File: config.mk
export PLATFORM = sky130hd
export DESIGN_NAME = unidade_busca
export DESIGN_NICKNAME = d
export VERILOG_FILES = /design/src/rtl/unidade_busca_pkg.sv /design/src/rtl/unidade_busca_detector_parada.sv /design/src/rtl/unidade_busca.sv
export SDC_FILE = /design/constraint.sdc
export NUM_CORES = 1
export LEC_CHECK = 0
export CORE_MARGIN = 8
export CORE_UTILIZATION = 30
export DETAILED_ROUTE_END_ITERATION = 12
export PLACE_DENSITY = 0.72
export SKIP_LAST_GASP = 1
export SLEW_MARGIN = 20
export SYNTH_ARGS = -nofsm -noshare
export SYNTH_HDL_FRONTEND = slang
export SYNTH_HIERARCHICAL = 1
export SYNTH_SLANG_ARGS = --single-unit
File: constraint.sdc
create_clock -name clk -period 2.9 [get_ports clk]
set_clock_uncertainty 0.15 [all_clocks]
set_input_delay 0.58 -clock clk [delete_from_list [all_inputs] [get_ports clk]]
set_output_delay 0.58 -clock clk [all_outputs]
set_load 0.01 [all_outputs]
File: src/rtl/unidade_busca_pkg.sv
// Shared definitions for the fetch unit: jump opcode, opcode field position and FSM encoding.
package unidade_busca_pkg;

  localparam logic [5:0] OP_JUMP = 6'b000101;
  localparam int OPC_MSB = 31;
  localparam int OPC_LSB = 26;

  typedef enum logic [1:0] {
    INICIO = 2'd0,
    BUSCA  = 2'd1,
    PARADO = 2'd2
  } estado_t;

endpackage

File: src/rtl/unidade_busca_detector_parada.sv
// Halt decode: a jump whose target is its own address stops the processor.
// Purely combinational, zero latency, no flow control.
module detector_parada
  import unidade_busca_pkg::*;
#(
  parameter int DATA_WIDTH = 32,
  parameter int ADDR_WIDTH = 9
) (
  input  logic [DATA_WIDTH-1:0] Instrucao,
  input  logic [ADDR_WIDTH-1:0] pc_d,
  output logic                  halt
);

  logic unused_campos;

  assign halt = (Instrucao[OPC_MSB:OPC_LSB] == OP_JUMP) &&
                (Instrucao[ADDR_WIDTH-1:0] == pc_d);

  assign unused_campos = ^Instrucao;

endmodule

File: src/rtl/unidade_busca.sv
// Instruction fetch: drives the memory address combinationally, data returns one cycle later.
// stall holds the presented word; desvio redirects with one cycle of latency and squashes the current word.
module unidade_busca
  import unidade_busca_pkg::*;
#(
  parameter int DATA_WIDTH = 32,
  parameter int ADDR_WIDTH = 9
) (
  input  logic                  clk,
  input  logic                  reset,
  input  logic                  stall,
  input  logic                  desvio,
  input  logic [ADDR_WIDTH-1:0] alvo,
  input  logic [DATA_WIDTH-1:0] Instrucao,
  output logic [ADDR_WIDTH-1:0] Endereco,
  output logic [DATA_WIDTH-1:0] instr_out,
  output logic [ADDR_WIDTH-1:0] pc_out,
  output logic                  valido,
  output logic                  parado,
  output logic [31:0]           num_instr
);

  estado_t               state, next_state;
  logic [ADDR_WIDTH-1:0] pc_d;
  logic [31:0]           contador;
  logic                  halt;

  detector_parada #(
    .DATA_WIDTH(DATA_WIDTH),
    .ADDR_WIDTH(ADDR_WIDTH)
  ) u_detector (
    .Instrucao(Instrucao),
    .pc_d     (pc_d),
    .halt     (halt)
  );

  always_ff @(posedge clk) begin
    if (reset) state <= INICIO;
    else       state <= next_state;
  end

  always_comb begin
    next_state = state;
    case (state)
      INICIO:  next_state = BUSCA;
      BUSCA:   if (!desvio && !stall && halt) next_state = PARADO;
      PARADO:  next_state = PARADO;
      default: next_state = INICIO;
    endcase
  end

  always_comb begin
    Endereco = pc_d;
    valido   = 1'b0;
    parado   = 1'b0;
    if (reset) begin
      Endereco = '0;
    end else begin
      case (state)
        INICIO: Endereco = '0;
        BUSCA: begin
          if (desvio) begin
            Endereco = alvo;
          end else begin
            valido = 1'b1;
            if (!stall && !halt) Endereco = pc_d + 1'b1;
          end
        end
        PARADO:  parado = 1'b1;
        default: Endereco = '0;
      endcase
    end
  end

  // Endereco already encodes every pc_d transition, so pc_d simply tracks it.
  always_ff @(posedge clk) begin
    if (reset) begin
      pc_d     <= '0;
      contador <= '0;
    end else begin
      pc_d <= Endereco;
      if (valido && !stall) contador <= contador + 32'd1;
    end
  end

  assign instr_out = Instrucao;
  assign pc_out    = pc_d;
  assign num_instr = contador;

endmodule
==> impl_metrics.tcl, run 1 <==
set metrics [dict create \
    status "finished, violations left" \
    violations "setup timing" \
    finalNonFillerCells 545 \
    clk_path_buf_depth 2 \
    hold_viol 0 \
    antenna_cells 0 \
    port_buffers 94 \
    layout_commonest_cell "clkdlybuf4s50_1" \
    viasPerCell 5.19 \
    synth_area_leaders "dfxtp_1 (31%), buf_4 (9.1%), mux2_2 (5.6%), a21oi_1 (4.1%), nand3_1 (3.7%)" \
    fillers 906 \
    synth_top_family_by_area "simple AND/OR/NAND/NOR gates" \
    critical_path_class "in2out" \
    drive_gt1_share_pct 25.6 \
    num_vias 2828 \
    cts-root-buf "clkbuf_8" \
    wl_per_cell_um 16.0 \
    fin_util_pct 44.4 \
    synthSimpleGateAreaFrac_pct 30.3 \
    ys_ff_latch 43 \
    setup_viol 9 \
    endpoint_kind "output pin" \
    path_cells "buf_8, nor4_4, nand3_2, nor4_4, or2_4, mux2_4, o211ai_1, a21oi_1, buf_2" \
    rsz0062_at_grt "true" \
    die_area_um2 12700 \
    synthCells 344 \
    synth_cell_types 44 \
    antenna_found_initial 0 \
    async_reset_ff_share_pct 0 \
    start_util_pct 30.7 \
    clock_latency_ps 300 \
    cap_viol_max_count 0 \
    yosys_warnings 6 \
    finalNetCount 484 \
    finalCriticalPeriod_ps 3060 \
    tightest_slew_ps 472 \
    grt_use_total_pct 13.1 \
    synthXorXnorAreaFrac_pct 5.92 \
    synthFlopType "dfxtp_1" \
    cp_num_buf_inv 2 \
    ys_seq_area_share_pct 30.6 \
    r2r_slack_ps 700 \
    final_cell_mix "clkdlybuf4s50_1 (68), dfxtp_1 (43), buf_4 (37)" \
    cts_sinks 43 \
    leakage_nw 1.54 \
    synth_top_area_share_pct 30.6 \
    cts.clk_slew.worst_paths_ps 80 \
    cp_slowest_cell "mux2_4" \
    worst_hold_slack_ps 347 \
    gp_congestion 0.864 \
    grt_pass1_wl_mm 13.9 \
    worstPathMaxFanout 3 \
    grt-ovfl-total 0 \
    netlist_area_um2 2810 \
    syn-num-nets 394 \
    wirelength_mm 8.71 \
    design.core.area_um2 9150 \
    h-tree-depth 2 \
    hpwl_mm 6.47 \
    synth_mux_area_share_pct 7.03 \
    start_kind "input pin" \
    design.portCount 129 \
    place_inst 534 \
    dr.pass1.iters 4 \
    cp.required_ps 2170 \
    synth_largest_area_cell "dfxtp_1" \
    synthAdderAreaFrac_pct 2.23 \
    cts_tree "built" \
    num_rows 35 \
    grt_start_max_net_pins 42 \
    path_common_cell "nor4_4" \
    power.density_nw_per_um2 387 \
    arrival_ps 2330 \
    period_share_pct 106 \
    synth_area_per_cell_um2 8.17 \
    cpLargestDelayFamily "simple AND/OR/NAND/NOR gates" \
    hold_class "reg2reg" \
    maxSlewViolCount 0 \
    fmax_mhz 326 \
    peakVddDrop_mv 0.215 \
    drtAntennaViolNets 0 \
    die_h_um 113 \
    finalWorstSetupSlack_ps -165 \
    slew-limit-headroom_pct 68.6 \
    cpPeakStageDelay_ps 300 \
    synth_compound_area_share_pct 11.6 \
    area_growth_pct 44.7 \
    grt_pass1_vias 2747 \
    cts_made_buffers 5 \
    first_iter_violations 110 \
    drc 0 \
    power_mw 1.57 \
    synth_edf_count 0 \
    fp.dieW_um 113 \
]
[layout make-up]
type | count | area [µm²] | area share [%]
clock inverter | 2 | 13.8 | 0.338
multi-input combinational | 244 | 1770 | 43.6
timing repair buffer | 133 | 1190 | 29.2
clock buffer | 5 | 68.8 | 1.69
sequential | 43 | 861 | 21.2
tap | 111 | 139 | 3.42
inverter | 7 | 26.3 | 0.646
[metal layers]
metal	track usage, %	vias to the layer above	wire length, µm
li1	-	1368	-
met1	15.4	1340	3760
met2	22.5	110	4140
met3	4.10	10	716
met4	3.15	0	89
met5	0	-	0
[sequential cells by signal (all words and copies together) (netlist names)]
register / cells
num_instr: 32
pc_out: 9
state: 2
[final timing paths]
check / end / cells past startpoint / startpoint
max reg2reg: num_instr[26]$_SDFFE_PP0P_ / 6 / state[1]$_SDFFE_PP0P_
min reg2reg: num_instr[13]$_SDFFE_PP0P_ / 2 / num_instr[13]$_SDFFE_PP0P_
max: Endereco[1] / 9 / Instrucao[27]
min: num_instr[13]$_SDFFE_PP0P_ / 2 / num_instr[13]$_SDFFE_PP0P_
[where the power goes]
group          internal, mW  switching, mW  total, mW  leakage (nW)
clock                 0.165          0.212      0.377        0.0440
sequential            0.613         0.0198      0.633         0.347
combinational         0.281          0.284      0.565          1.15
total                  1.06          0.515       1.57          1.54
[cell usage after synthesis, types with 5 or more instances]
| library cell | instances |
|---|---|
| dfxtp_1 | 43 |
| buf_4 | 34 |
| nor2_1 | 27 |
| nand2_1 | 25 |
| a21oi_1 | 23 |
| nand3_1 | 21 |
| nor2b_1 | 16 |
| mux2_2 | 14 |
| clkbuf_1 | 11 |
| nor3_1 | 11 |
| xnor2_1 | 11 |
| nand4_1 | 8 |
| xor2_1 | 8 |
| inv_1 | 7 |
| o21ai_0 | 7 |
| o31ai_1 | 7 |
| a31oi_1 | 6 |
| and4_1 | 5 |
| ha_1 | 5 |
| nand2b_1 | 5 |
[worst min-delay path, cell delays in order (launching register included)]
cell and delay [ps]:
dfxtp_1 340, o31ai_1 70, a21oi_1 50
[kinds of logic after synthesis]
kind of cell | Yosys count
AND/OR/NAND/NOR | 149
multiplexers | 18
flip-flops | 43
adder cells (fa/ha/maj) | 5
buffers and inverters | 57
XOR/XNOR | 19
AO/OA/AOI/OAI | 53
[timing repair]
item / 4_1_cts / 5_1_grt
setup buffers: 1 / 3
gates resized for setup: 121 / 12
pin swaps: 24 / 15
setup endpoints to repair: 9 / 10
hold buffers: 0 / 0
[through the flow]
step / setup TNS (ps) / setup slack [ps] / cell area [µm²]
finish: -724 / -165 / 4070
global route: -1470 / -233 / 4070
detailed placement: -8210 / -959 / 3850
CTS: -1040 / -211 / 4010
global placement: -7860 / -915 / 3850
floorplan: 0 / 34.9 / 2810
(Power assumes the default switching activity.)
==> run 2, diff against run 1 <==
- TNS_END_PERCENT: not set -> 5
==> run 2 against run 1 <==
The flow still finishes with violations (setup timing); total power about the same; setup slack improved by 1.8 ps; final area decreased by 0.58%; final cell count decreased by 0.18%; count of clock-buffer cells in the layout unchanged; sequential cell count unchanged; combinational power about the same; non-clock buffer count decreased by 1; wire length increased by 0.23%; fmax about the same; critical endpoint unchanged.
==> impl_metrics.tcl, run 2 (same netlist as run 1, synthesis figures left out) <==
set metrics [dict create \
    violations "setup timing" \
    post-place-ws_ps -959 \
    fin_setup_tns_ps -1070 \
    cp_slowest_cell "mux2_4" \
    port_buffers 94 \
    placed_area_um2 3850 \
    num_rows 35 \
    first_iter_violations 119 \
    arrival_ps 2330 \
    grt-ovfl-total 0 \
    cts_made_buffers 5 \
    cp.required_ps 2170 \
    final_area_um2 4040 \
    status "finished, violations left" \
    final_cell_mix "clkdlybuf4s50_1 (69), dfxtp_1 (43), buf_4 (36)" \
    hold_viol 0 \
    multi_input_area_um2 1770 \
    cpPeakStageDelay_ps 290 \
    cts_sinks 43 \
    path_cells "buf_8, nor4_4, nand3_2, nor4_4, or2_4, mux2_4, o211ai_1, a21oi_1, buf_2" \
    wl_per_cell_um 16.0 \
    num_vias 2835 \
    start_util_pct 30.7 \
    finalNetCount 483 \
    tightest_slew_ps 453 \
    period_share_pct 106 \
    start_kind "input pin" \
    design.portCount 129 \
    antenna_found_initial 0 \
    dr.pass1.iters 4 \
    drive_gt1_share_pct 25.2 \
    power.density_nw_per_um2 389 \
    use_met3_pct 3.94 \
    cap_viol_max_count 0 \
    fmax_mhz 326 \
    setup_viol 9 \
    cts_tree "built" \
    h-tree-depth 2 \
    maxSlewViolCount 0 \
    regArea_um2 861 \
    design.core.area_um2 9150 \
    cts-root-buf "clkbuf_8" \
    drc 0 \
    wirelength_mm 8.73 \
    leakage_nw 1.53 \
    fin_util_pct 44.2 \
    busiest_layer "met2" \
    grt_pass1_vias 2751 \
    cts.clk_slew.worst_paths_ps 80 \
    path_common_cell "nor4_4" \
    worstPathMaxFanout 3 \
    power_mw 1.57 \
    rsz0062_at_grt "true" \
    grt.met2_usage_pct 22.3 \
    finalCriticalPeriod_ps 3060 \
    largest_register_ffs 32 \
    viasPerCell 5.21 \
    grt_use_total_pct 13.0 \
    clock_latency_ps 300 \
    slew-limit-headroom_pct 69.8 \
    antenna_cells 0 \
    peakVddDrop_mv 0.215 \
    critical_path_class "in2out" \
    finalWorstSetupSlack_ps -163 \
    die_area_um2 12700 \
    area_growth_pct 43.9 \
    die_h_um 113 \
    fillers 914 \
    layout_commonest_cell "clkdlybuf4s50_1" \
    hold_class "reg2reg" \
    hpwl_mm 6.47 \
    clk_path_buf_depth 2 \
    drtAntennaViolNets 0 \
    fp.dieW_um 113 \
    grtUsageMet1_pct 15.5 \
    grt_pass1_wl_mm 13.9 \
    grt_start_max_net_pins 42 \
    gp_congestion 0.864 \
    endpoint_kind "output pin" \
]
-- run 2: cell types whose count changed in the layout (fill, tap and decap cells not counted), sizes merged --
cell | before | now
clkdlybuf4s50 | 68 | 69
buf | 61 | 57
dlymetal6s2s | 1 | 0
clkbuf | 5 | 6
clkdlybuf4s15 | 0 | 2
-- run 2: metal layers --
metal  vias up  share of wire (%)  wire [µm]
met2       111                 48       4210
met1      1351                 43       3770
met5         -                  0          0
met4         0               0.41         36
met3         6                8.2        714
li1       1367                  -          -
-- run 2: final cells by class --
| cell class | instances | area share [%] |
|---|---|---|
| multi-input cells | 244 | 43.8 |
| flip-flops and latches | 43 | 21.3 |
| clock buffers | 5 | 1.70 |
| repair buffers | 132 | 28.8 |
| inverters | 7 | 0.650 |
| clock inverters | 2 | 0.340 |
| well taps | 111 | 3.44 |
-- run 2: critical path, delay by kind of cell --
family          cells  cell delay [ps]
compound gates      2              320
simple gates        4              890
buf+inv             2              250
mux                 1              290
-- run 2: stage by stage --
| stage | hold WS (ps) | std cells |
|---|---|---|
| finish | 346 | 544 |
| global route | 370 | 544 |
| CTS | 352 | 542 |
| detailed placement | 340 | 534 |
| global placement | 331 | 534 |
| floorplan | 337 | 344 |
-- run 2: what timing repair did --
action                     in CTS  in global routing
pin swaps                      21                 18
hold buffers                    0                  0
buffers inserted                1                  2
setup endpoints to repair       9                 10
gates resized for setup       102                 21
-- run 2: worst paths after layout --
path / slack, ps / startpoint / endpoint / cells past startpoint
setup / recovery: -160 / Instrucao[27] / Endereco[1] / 9
hold / removal: 350 / num_instr[13]$_SDFFE_PP0P_ / num_instr[13]$_SDFFE_PP0P_ / 2
setup reg to reg: 700 / state[1]$_SDFFE_PP0P_ / num_instr[26]$_SDFFE_PP0P_ / 6
hold reg to reg: 350 / num_instr[13]$_SDFFE_PP0P_ / num_instr[13]$_SDFFE_PP0P_ / 2
-- run 2: power by group --
group / internal [mW] / total [mW] / leakage, nW / switching [mW]
registers: 0.613 / 0.633 / 0.347 / 0.0202
clock network: 0.165 / 0.379 / 0.0440 / 0.214
logic: 0.279 / 0.562 / 1.14 / 0.283
